**src/rtl/search_mc_capture_sched_if.sv**
```systemverilog
// Requester, shared-path and result signals of the multicycle capture scheduler.
// master = requesters/path environment side, slave = scheduler side.
interface search_mc_capture_sched_if #(
    parameter int unsigned NREQ = 3
);
    logic [NREQ-1:0]   req_valid;
    logic [4*NREQ-1:0] req_data;
    logic [NREQ-1:0]   req_ready;
    logic [3:0]        dp_in;
    logic              dp_out;
    logic [NREQ-1:0]   res_q;
    logic [NREQ-1:0]   res_valid;

    modport master (
        output req_valid, req_data, dp_out,
        input  req_ready, dp_in, res_q, res_valid
    );

    modport slave (
        input  req_valid, req_data, dp_out,
        output req_ready, dp_in, res_q, res_valid
    );
endinterface

```
**src/rtl/search_mc_capture_sched.sv**
```systemverilog
// Round-robin scheduler sharing one multicycle combinational path among NREQ requesters.
// Optional per-requester saturating grant counters when SCHED_STATS_EN is defined.
module search_mc_capture_sched #(
    parameter int unsigned NREQ      = 3,
    parameter int unsigned MC_CYCLES = 3,
    parameter int unsigned CNT_W     = 8
) (
    input  logic                      clk,
    input  logic                      rst_n,
    search_mc_capture_sched_if.slave  bus,
`ifdef SCHED_STATS_EN
    output logic [NREQ*CNT_W-1:0]     stat_grants,
`endif
    output logic                      busy
);
    localparam int unsigned IDX_W = $clog2(NREQ);
    localparam int unsigned MC_W  = 4;

    typedef enum logic {IDLE, WAIT} state_e;

    state_e            state_q, state_d;
    logic [MC_W-1:0]   cnt_q, cnt_d;
    logic [IDX_W-1:0]  gnt_q, gnt_d;
    logic [IDX_W-1:0]  last_q, last_d;
    logic [3:0]        dp_in_q, dp_in_d;
    logic [NREQ-1:0]   res_q_q, res_q_d;
    logic [NREQ-1:0]   res_vld_q, res_vld_d;

    logic              win_found_c;
    logic [IDX_W-1:0]  win_c;
    logic [NREQ-1:0]   req_ready_c;
    logic              accept_c;
    logic [3:0]        win_data_c;
    int unsigned       idx_c;

    // Round-robin winner search starting after the last grant.
    always_comb begin
        win_found_c = 1'b0;
        win_c       = '0;
        idx_c       = 0;
        for (int unsigned k = 1; k <= NREQ; k++) begin
            idx_c = (32'(last_q) + k) % NREQ;
            if (!win_found_c && bus.req_valid[IDX_W'(idx_c)]) begin
                win_found_c = 1'b1;
                win_c       = IDX_W'(idx_c);
            end
        end
    end

    always_comb begin
        req_ready_c = '0;
        win_data_c  = '0;
        if (state_q == IDLE && rst_n && win_found_c) begin
            req_ready_c[win_c] = 1'b1;
        end
        for (int unsigned i = 0; i < NREQ; i++) begin
            if (IDX_W'(i) == win_c) begin
                win_data_c = bus.req_data[4*i +: 4];
            end
        end
        accept_c = |(req_ready_c & bus.req_valid);
    end

    // Next-state: launch on accept, count down, capture dp_out when cnt hits zero.
    always_comb begin
        state_d   = state_q;
        cnt_d     = cnt_q;
        gnt_d     = gnt_q;
        last_d    = last_q;
        dp_in_d   = dp_in_q;
        res_q_d   = res_q_q;
        res_vld_d = '0;
        case (state_q)
            IDLE: begin
                if (accept_c) begin
                    dp_in_d = win_data_c;
                    gnt_d   = win_c;
                    last_d  = win_c;
                    cnt_d   = MC_W'(MC_CYCLES - 1);
                    state_d = WAIT;
                end
            end
            WAIT: begin
                if (cnt_q != '0) begin
                    cnt_d = cnt_q - MC_W'(1);
                end else begin
                    res_q_d[gnt_q]   = bus.dp_out;
                    res_vld_d[gnt_q] = 1'b1;
                    state_d          = IDLE;
                end
            end
            default: state_d = IDLE;
        endcase
    end

    always_ff @(posedge clk) begin
        if (!rst_n) begin
            state_q   <= IDLE;
            cnt_q     <= '0;
            gnt_q     <= '0;
            last_q    <= IDX_W'(NREQ - 1);
            dp_in_q   <= '0;
            res_q_q   <= '0;
            res_vld_q <= '0;
        end else begin
            state_q   <= state_d;
            cnt_q     <= cnt_d;
            gnt_q     <= gnt_d;
            last_q    <= last_d;
            dp_in_q   <= dp_in_d;
            res_q_q   <= res_q_d;
            res_vld_q <= res_vld_d;
        end
    end

    assign bus.req_ready = req_ready_c;
    assign bus.dp_in     = dp_in_q;
    assign bus.res_q     = res_q_q;
    assign bus.res_valid = res_vld_q;
    assign busy          = (state_q != IDLE);

`ifdef SCHED_STATS_EN
    logic [CNT_W-1:0] stat_q [NREQ];
    logic [CNT_W-1:0] stat_d [NREQ];

    // Saturating per-requester grant counters.
    always_comb begin
        for (int unsigned i = 0; i < NREQ; i++) begin
            stat_d[i] = stat_q[i];
            if (accept_c && win_c == IDX_W'(i) && stat_q[i] != '1) begin
                stat_d[i] = stat_q[i] + CNT_W'(1);
            end
        end
    end

    always_ff @(posedge clk) begin
        for (int unsigned i = 0; i < NREQ; i++) begin
            if (!rst_n) begin
                stat_q[i] <= '0;
            end else begin
                stat_q[i] <= stat_d[i];
            end
        end
    end

    for (genvar g = 0; g < NREQ; g++) begin : g_stat
        assign stat_grants[g*CNT_W +: CNT_W] = stat_q[g];
    end
`endif
endmodule

```
**src/flat_wrapper.sv**
```systemverilog
// flat-port wrapper written by rule: the top's interface ports become plain ports
module search_mc_capture_sched_flat 
#(
    parameter int unsigned NREQ      = 3,
    parameter int unsigned MC_CYCLES = 3,
    parameter int unsigned CNT_W     = 8
)
  (clk, rst_n, busy, bus_req_valid, bus_req_data, bus_dp_out, bus_req_ready, bus_dp_in, bus_res_q, bus_res_valid);
  search_mc_capture_sched_if #(.NREQ(NREQ)) bus_i ();
  input  logic clk;
  input  logic rst_n;
  output logic busy;
  input wire logic [$bits(bus_i.req_valid)-1:0] bus_req_valid;
  input wire logic [$bits(bus_i.req_data)-1:0] bus_req_data;
  input wire logic [$bits(bus_i.dp_out)-1:0] bus_dp_out;
  output wire logic [$bits(bus_i.req_ready)-1:0] bus_req_ready;
  output wire logic [$bits(bus_i.dp_in)-1:0] bus_dp_in;
  output wire logic [$bits(bus_i.res_q)-1:0] bus_res_q;
  output wire logic [$bits(bus_i.res_valid)-1:0] bus_res_valid;
  assign bus_i.req_valid = bus_req_valid;
  assign bus_i.req_data = bus_req_data;
  assign bus_i.dp_out = bus_dp_out;
  assign bus_req_ready = bus_i.req_ready;
  assign bus_dp_in = bus_i.dp_in;
  assign bus_res_q = bus_i.res_q;
  assign bus_res_valid = bus_i.res_valid;
  search_mc_capture_sched #(.NREQ(NREQ), .MC_CYCLES(MC_CYCLES), .CNT_W(CNT_W)) u_core (.clk(clk), .rst_n(rst_n), .bus(bus_i), .busy(busy));
endmodule
```
**config.mk**
```make
export PLATFORM = sky130hd
export DESIGN_NAME = search_mc_capture_sched_flat
export DESIGN_NICKNAME = d
export VERILOG_FILES = /design/src/rtl/search_mc_capture_sched_if.sv /design/src/rtl/search_mc_capture_sched.sv /design/src/flat_wrapper.sv
export SDC_FILE = /design/constraint.sdc
export NUM_CORES = 1
export LEC_CHECK = 0
export CORE_AREA = 4 4 56 58
export DETAILED_ROUTE_END_ITERATION = 16
export DIE_AREA = 0 0 60 62
export PLACE_DENSITY_LB_ADDON = 0.3
export SYNTH_ARGS = -nofsm -noshare
export SYNTH_HDL_FRONTEND = slang
export SYNTH_SLANG_ARGS = --single-unit
```
**constraint.sdc**
```tcl
create_clock -name clk -period 2.1 [get_ports clk]
set_clock_uncertainty 0.15 [all_clocks]
set_input_delay 0.315 -clock clk [delete_from_list [all_inputs] [get_ports clk]]
set_output_delay 0.315 -clock clk [all_outputs]
set_load 0.02 [all_outputs]
```
* After elaboration in Yosys (flattened, before gate mapping)
Index checks and enable logic that the tools add are counted.
** Storage, ports and cells
- Bits in registers :: 19
- Bits of input ports :: 18
- Logic and storage cells :: 71
** Cells by class
- Add/subtract/negate cells :: 4
- Divide/modulo/power cells :: 3
- Magnitude comparators :: 7
- Equal/unequal tests :: 4
- Muxes and demuxes :: 27
- Bitwise gates (word level) :: 4
- Reduce and logical (&&, ||, !) cells :: 15
** Operators by type and width (number)
- 32-bit by 2-bit modulo with 32-bit output, second input constant :: 3
- 4-bit two-way mux :: 5
- 2-bit by 3-bit < comparator with 1-bit output, second input constant :: 5
- 1-bit two-way mux :: 10
- 4-bit case mux with 2 select lines :: 1
- 2-bit by 2-bit adder with 3-bit output, second input constant :: 2
- 1-bit binary-select mux with 2-bit select :: 3
- 1-bit logical AND :: 6
- 2-bit two-way mux :: 3
- 2-bit AND reduction :: 3
- 3-bit OR reduction :: 2
- 1-bit demux with 2-bit select :: 2
- 2-bit by 1-bit >= comparator with 1-bit output, second input constant :: 2
- 4-bit nonzero test :: 1
- 4-bit by 1-bit subtractor with 4-bit output, second input constant :: 1
- 2-bit by 1-bit adder with 3-bit output, second input constant :: 1
- 3-bit bitwise AND :: 1
- 3-bit bitwise mux :: 1
- 3-bit two-way mux :: 1
- 1-bit NOT :: 3
- 1-bit by 2-bit equality test with 1-bit output, first input constant :: 1
- 2-bit equality test, first input constant :: 1
- 1-bit zero test :: 2
- 2-bit zero test :: 1
- other kinds (3) :: 3

* Logic depth before layout (Yosys ltp)
- Word-level depth :: 20
- Depth in mapped cells :: 9

* Least setup slack after synthesis
Ideal clock, no wire load.
- Path kind :: register to output
- From :: register u_core.last_q[0]
- To :: output port bus_req_ready[2]
- Arrival :: 1925 ps
- Required time :: 1635 ps
- Slack :: -290 ps
- Stages on the path, launching flop included :: 10
- Cell sequence :: dfxtp_1 > inv_1 > ha_1 > buf_2 > a21boi_2 > o21ai_2 > a311oi_4 > buf_6 > o2111ai_2 > inv_1
** On the way
- Cells in the longest elaborated chain, start to end :: 16
- Elaborated cells between the ends (all ways) :: 29
** Ends and longest elaborated chain
- start: declaration :: line search_mc_capture_sched.sv:24 : logic [IDX_W-1:0] last_q, last_d;
- start signal: assignment :: line search_mc_capture_sched.sv:101 : last_q <= IDX_W'(NREQ - 1);
- start signal: assignment :: line search_mc_capture_sched.sv:109 : last_q <= last_d;
- 2-bit by 1-bit adder with 3-bit output :: line search_mc_capture_sched.sv:42 : idx_c = (32'(last_q) + k) % NREQ;
- 32-bit by 2-bit modulo with 32-bit output :: line search_mc_capture_sched.sv:42
- 1-bit binary-select mux with 2-bit select :: line search_mc_capture_sched.sv:43 : if (!win_found_c && bus.req_valid[IDX_W'(idx_c)]) begin
- 1-bit two-way mux (implied by the code) :: line search_mc_capture_sched.sv:43
- 1-bit two-way mux :: line search_mc_capture_sched.sv:43
- 1-bit zero test :: line search_mc_capture_sched.sv:43
- 1-bit logical AND :: line search_mc_capture_sched.sv:43
- 1-bit two-way mux :: line search_mc_capture_sched.sv:43
- 1-bit zero test :: line search_mc_capture_sched.sv:43
- 1-bit logical AND :: line search_mc_capture_sched.sv:43
- 2-bit two-way mux :: line search_mc_capture_sched.sv:43
- 2-bit by 3-bit < comparator with 1-bit output (implied by the code) / 2-bit by 1-bit >= comparator with 1-bit output (equally long branches) :: line search_mc_capture_sched.sv:54 : req_ready_c[win_c] = 1'b1;
- 1-bit logical AND (implied by the code) :: line search_mc_capture_sched.sv:54
- 1-bit two-way mux (implied by the code) :: line search_mc_capture_sched.sv:54
- 1-bit demux with 2-bit select
- 3-bit two-way mux (*) :: line search_mc_capture_sched.sv:53 : if (state_q == IDLE && rst_n && win_found_c) begin
- end: declaration :: line flat_wrapper.sv:16 : output wire logic [$bits(bus_i.req_ready)-1:0] bus_req_ready;
Every way passes the cells marked *; elsewhere a longest branch is shown, timed or not. The select of a mux whose other input is x is not followed.

* Final worst setup path
- From :: register u_core.last_q[0]
- To :: output port bus_req_ready[1]
The elaborated chain is that of the path after synthesis.

==> qor.txt <==
Status: complete, but fails checks
Violated checks: negative setup slack
Setup crit end: bus_req_ready[1]
Pre-CTS WS: -0.891 ns
DR iter-0 viols: 24
Congestion Overflow GR: 0
Crit path max-delay cell type: dfxtp_4
CTS tree: built
Async SR Flop Fraction: 0%
Crit path time final: 2.40 ns
Layout cells sized above 1: 37.0%
Post-CTS Hold Fix Bufs: 0
Crit-path leading delay family: compound AO/OA/AOI/OAI gates
Buf/Inv on CP: 2
Reg2Reg Launch Point: u_core.last_q[0]
Die Wd: 60 um
Largest area contributor in the netlist: dfxtp_1
First-pass GRT wire length: 4690 um
Leak: 0.775 nW
Root buffer cell: clkbuf_4
PwrDens: 765 nW/um2
Final Max Slew Viols: 0
Area Growth Syn to Fin: 74.5%
Ys Warns: 0
Hold Crit Class: reg2reg
Top cells by area, synth: dfxtp_1 34%, ha_1 4.7%, nor2_1 3.9%
Highest clock rate: 417 MHz
Worst Tran Pin Value: 0.338 ns
Antenna-violating nets left: 0
DR WL/cell: 12.7 um
Post-synthesis cell area: 1060 um2
Critical path startpoint category: flop
Total CTS buffers: 3
Multi-input gate area: 754 um2
Hold Vio Cnt, Final: 0
Setup ws final: -0.297 ns
Register area share after synthesis: 34.1%
CTS sink count: 18
Antenna violations before repair: 0
CTS H-Tree Depth: 1
Number of synthesized flops with an enable pin: 0
Die Area: 3720 um2
Fin nets: 215
Clk slew on worst S/H paths: 0.10 ns
Initial Util: 39.7%
Syn Nets: 144
Worst Setup SP: u_core.last_q[0]
Max cap viols: 0
Critical Path AT: 1.93 ns
Tot GR Track Use: 16.6%
Tcrit/Tclk final: 114%
Core area: 2660 um2
RSZ-0062 raised after global routing: true
IO Pins: 32
Synth Flop Type: dfxtp_1
Largest net degree at the start of global routing: 11
Synth cell count leaders: 18 x dfxtp_1, 11 x nor2_1, 10 x nand2_1
Final wirelength: 2840 um
Reg2Reg Depth: 9
Final Instance Count excl. Fillers: 223
CP endpoint kind: output port
Row Count: 19
Detail Placement HPWL: 2190 um
Worst Path Max Fanout: 7
Placed insts: 205
Synth cell types: 45
Register area: 365 um2
Die height: 62 um
Synth top area share: 34.1%
Rel. slew slack: 77.4%
Pre-Repair DR Iteration Count: 4
Via density per instance: 5.19
Placer Congestion: 0.821
Seq cells post-synth: 18
Depth of the worst hold-timing path: 2
Most frequent cell after synthesis: dfxtp_1
DR vias: 1,158
Worst EP required: 1.63 ns
Reg2reg end: u_core.bus.dp_in[1]
Port bufs: 31
N_diodes: 0
R2R setup slack: 0.05 ns
Biggest cell delay along the critical path: 0.41 ns
Clock Tree Buf Depth: 2
Synth Instances: 122
Setup violations, final: 3
Crit. path cell count: 7
Peak supply drop: 0.000636 V
Crit path kind: reg2out
Synth Area per Inst: 8.66 um2
DRC Markers: 0
Number of global-route vias before repair: 1,084
Worst path cell trace: inv_4 -> ha_4 -> a22o_4 -> o21a_1 -> o31ai_4 -> and2_4 -> buf_6
Fill cells: 215
Worst-Skew Late Latency: 0.29 ns
==> placed cells by master (no fill, tap or decap), types with 2 or more instances in the layout <==
| master | count |
|---|---|
| buf_6 | 3 |
| a22oi_1 | 4 |
| nand3b_1 | 2 |
| clkbuf_4 | 3 |
| dlygate4sd2_1 | 2 |
| inv_1 | 5 |
| nor3_1 | 3 |
| nand2_1 | 10 |
| clkdlybuf4s50_1 | 26 |
| a21oi_1 | 4 |
| ha_4 | 3 |
| inv_4 | 2 |
| and2_4 | 2 |
| dfxtp_1 | 16 |
| o31ai_4 | 2 |
| nand2b_1 | 2 |
| o21a_1 | 5 |
| o21ai_0 | 6 |
| buf_4 | 39 |
| mux2i_1 | 2 |
| nor2_1 | 10 |
| inv_2 | 2 |
| a31oi_1 | 6 |
==> cells by family (layout without fill, tap and decap cells) <==
logic type,Yosys count,in the layout,synth area share [%]
and+or+nand+nor,38,38,18.1
adders and majority gates,4,4,4.74
buffers and inverters,14,84,6.28
DFF,18,18,34.1
muxes,2,2,1.90
AOI/OAI and AO/OA,46,46,34.8
==> worst register-to-register path: cells and delay by family (launching register included) <==
kind	cells	cell delay, ns
AOI/OAI and AO/OA	4	0.77
adders and majority gates	1	0.19
buffers and inverters	4	0.47
DFF	1	0.41
==> state kept, by name (all words and copies together), names as in the netlist <==
register / cells
u_core.bus.dp_in: 4
u_core.bus.res_q: 3
u_core.bus.res_valid: 3
u_core.busy: 1
u_core.cnt_q: 4
u_core.gnt_q: 1
u_core.last_q: 2
==> area by class of cell <==
type,count,area share [%]
Multi-Input combinational cell,90,40.9
Timing Repair Buffer,71,33.1
Sequential cell,18,19.8
Inverter,9,2.10
Tap cell,31,2.10
Clock buffer,4,1.97
==> how the worst min path moves through the flow <==
stage	from	end	slack [ns]
after floorplan	u_core.gnt_q[1]	u_core.gnt_q[1]	0.31
after global placement	u_core.bus.res_q[1]	u_core.bus.res_q[1]	0.30
after detailed placement	u_core.bus.res_q[1]	u_core.bus.res_q[1]	0.32
after CTS	u_core.bus.res_q[1]	u_core.bus.res_q[1]	0.33
after global routing	u_core.bus.res_q[1]	u_core.bus.res_q[1]	0.37
final	u_core.bus.res_q[1]	u_core.bus.res_q[1]	0.32
==> repair_timing <==
| item | in CTS | in global routing |
|---|---|---|
| pin swaps | 12 | 4 |
| setup endpoints to repair | 11 | 12 |
| gates resized for setup | 26 | 4 |
| buffers inserted | 14 | 0 |
==> routing by layer <==
layer	track usage, %	share of wire [%]
met4	1.90	0
met1	20.2	44
met5	0	0
met3	4.96	5.3
met2	29.8	51
==> stage by stage <==
step	power, W	cell area, um2	setup TNS, ns	hold slack [ns]	utilization (%)
4_1_cts	0.00140	1820	-0.913	0.331	68.4
3_5_place_dp	0.00109	1650	-5.43	0.317	61.9
3_3_place_gp	0.00108	1650	-4.55	0.296	61.9
2_1_floorplan	0.000818	1150	-0.0370	0.309	-
6_report	0.00141	1840	-0.885	0.321	69.2
5_1_grt	0.00151	1840	-1.77	0.368	69.2
==> power breakdown <==
part | total (W) | leakage, nW | switching (W) | internal, W
logic | 0.000784 | 0.606 | 0.000361 | 0.000423
clock network | 0.000208 | 0.0210 | 0.000102 | 0.000105
registers | 0.000419 | 0.148 | 0.0000333 | 0.000386
total | 0.00141 | 0.775 | 0.000497 | 0.000914
Note: power is estimated with default switching activity, not from simulation.
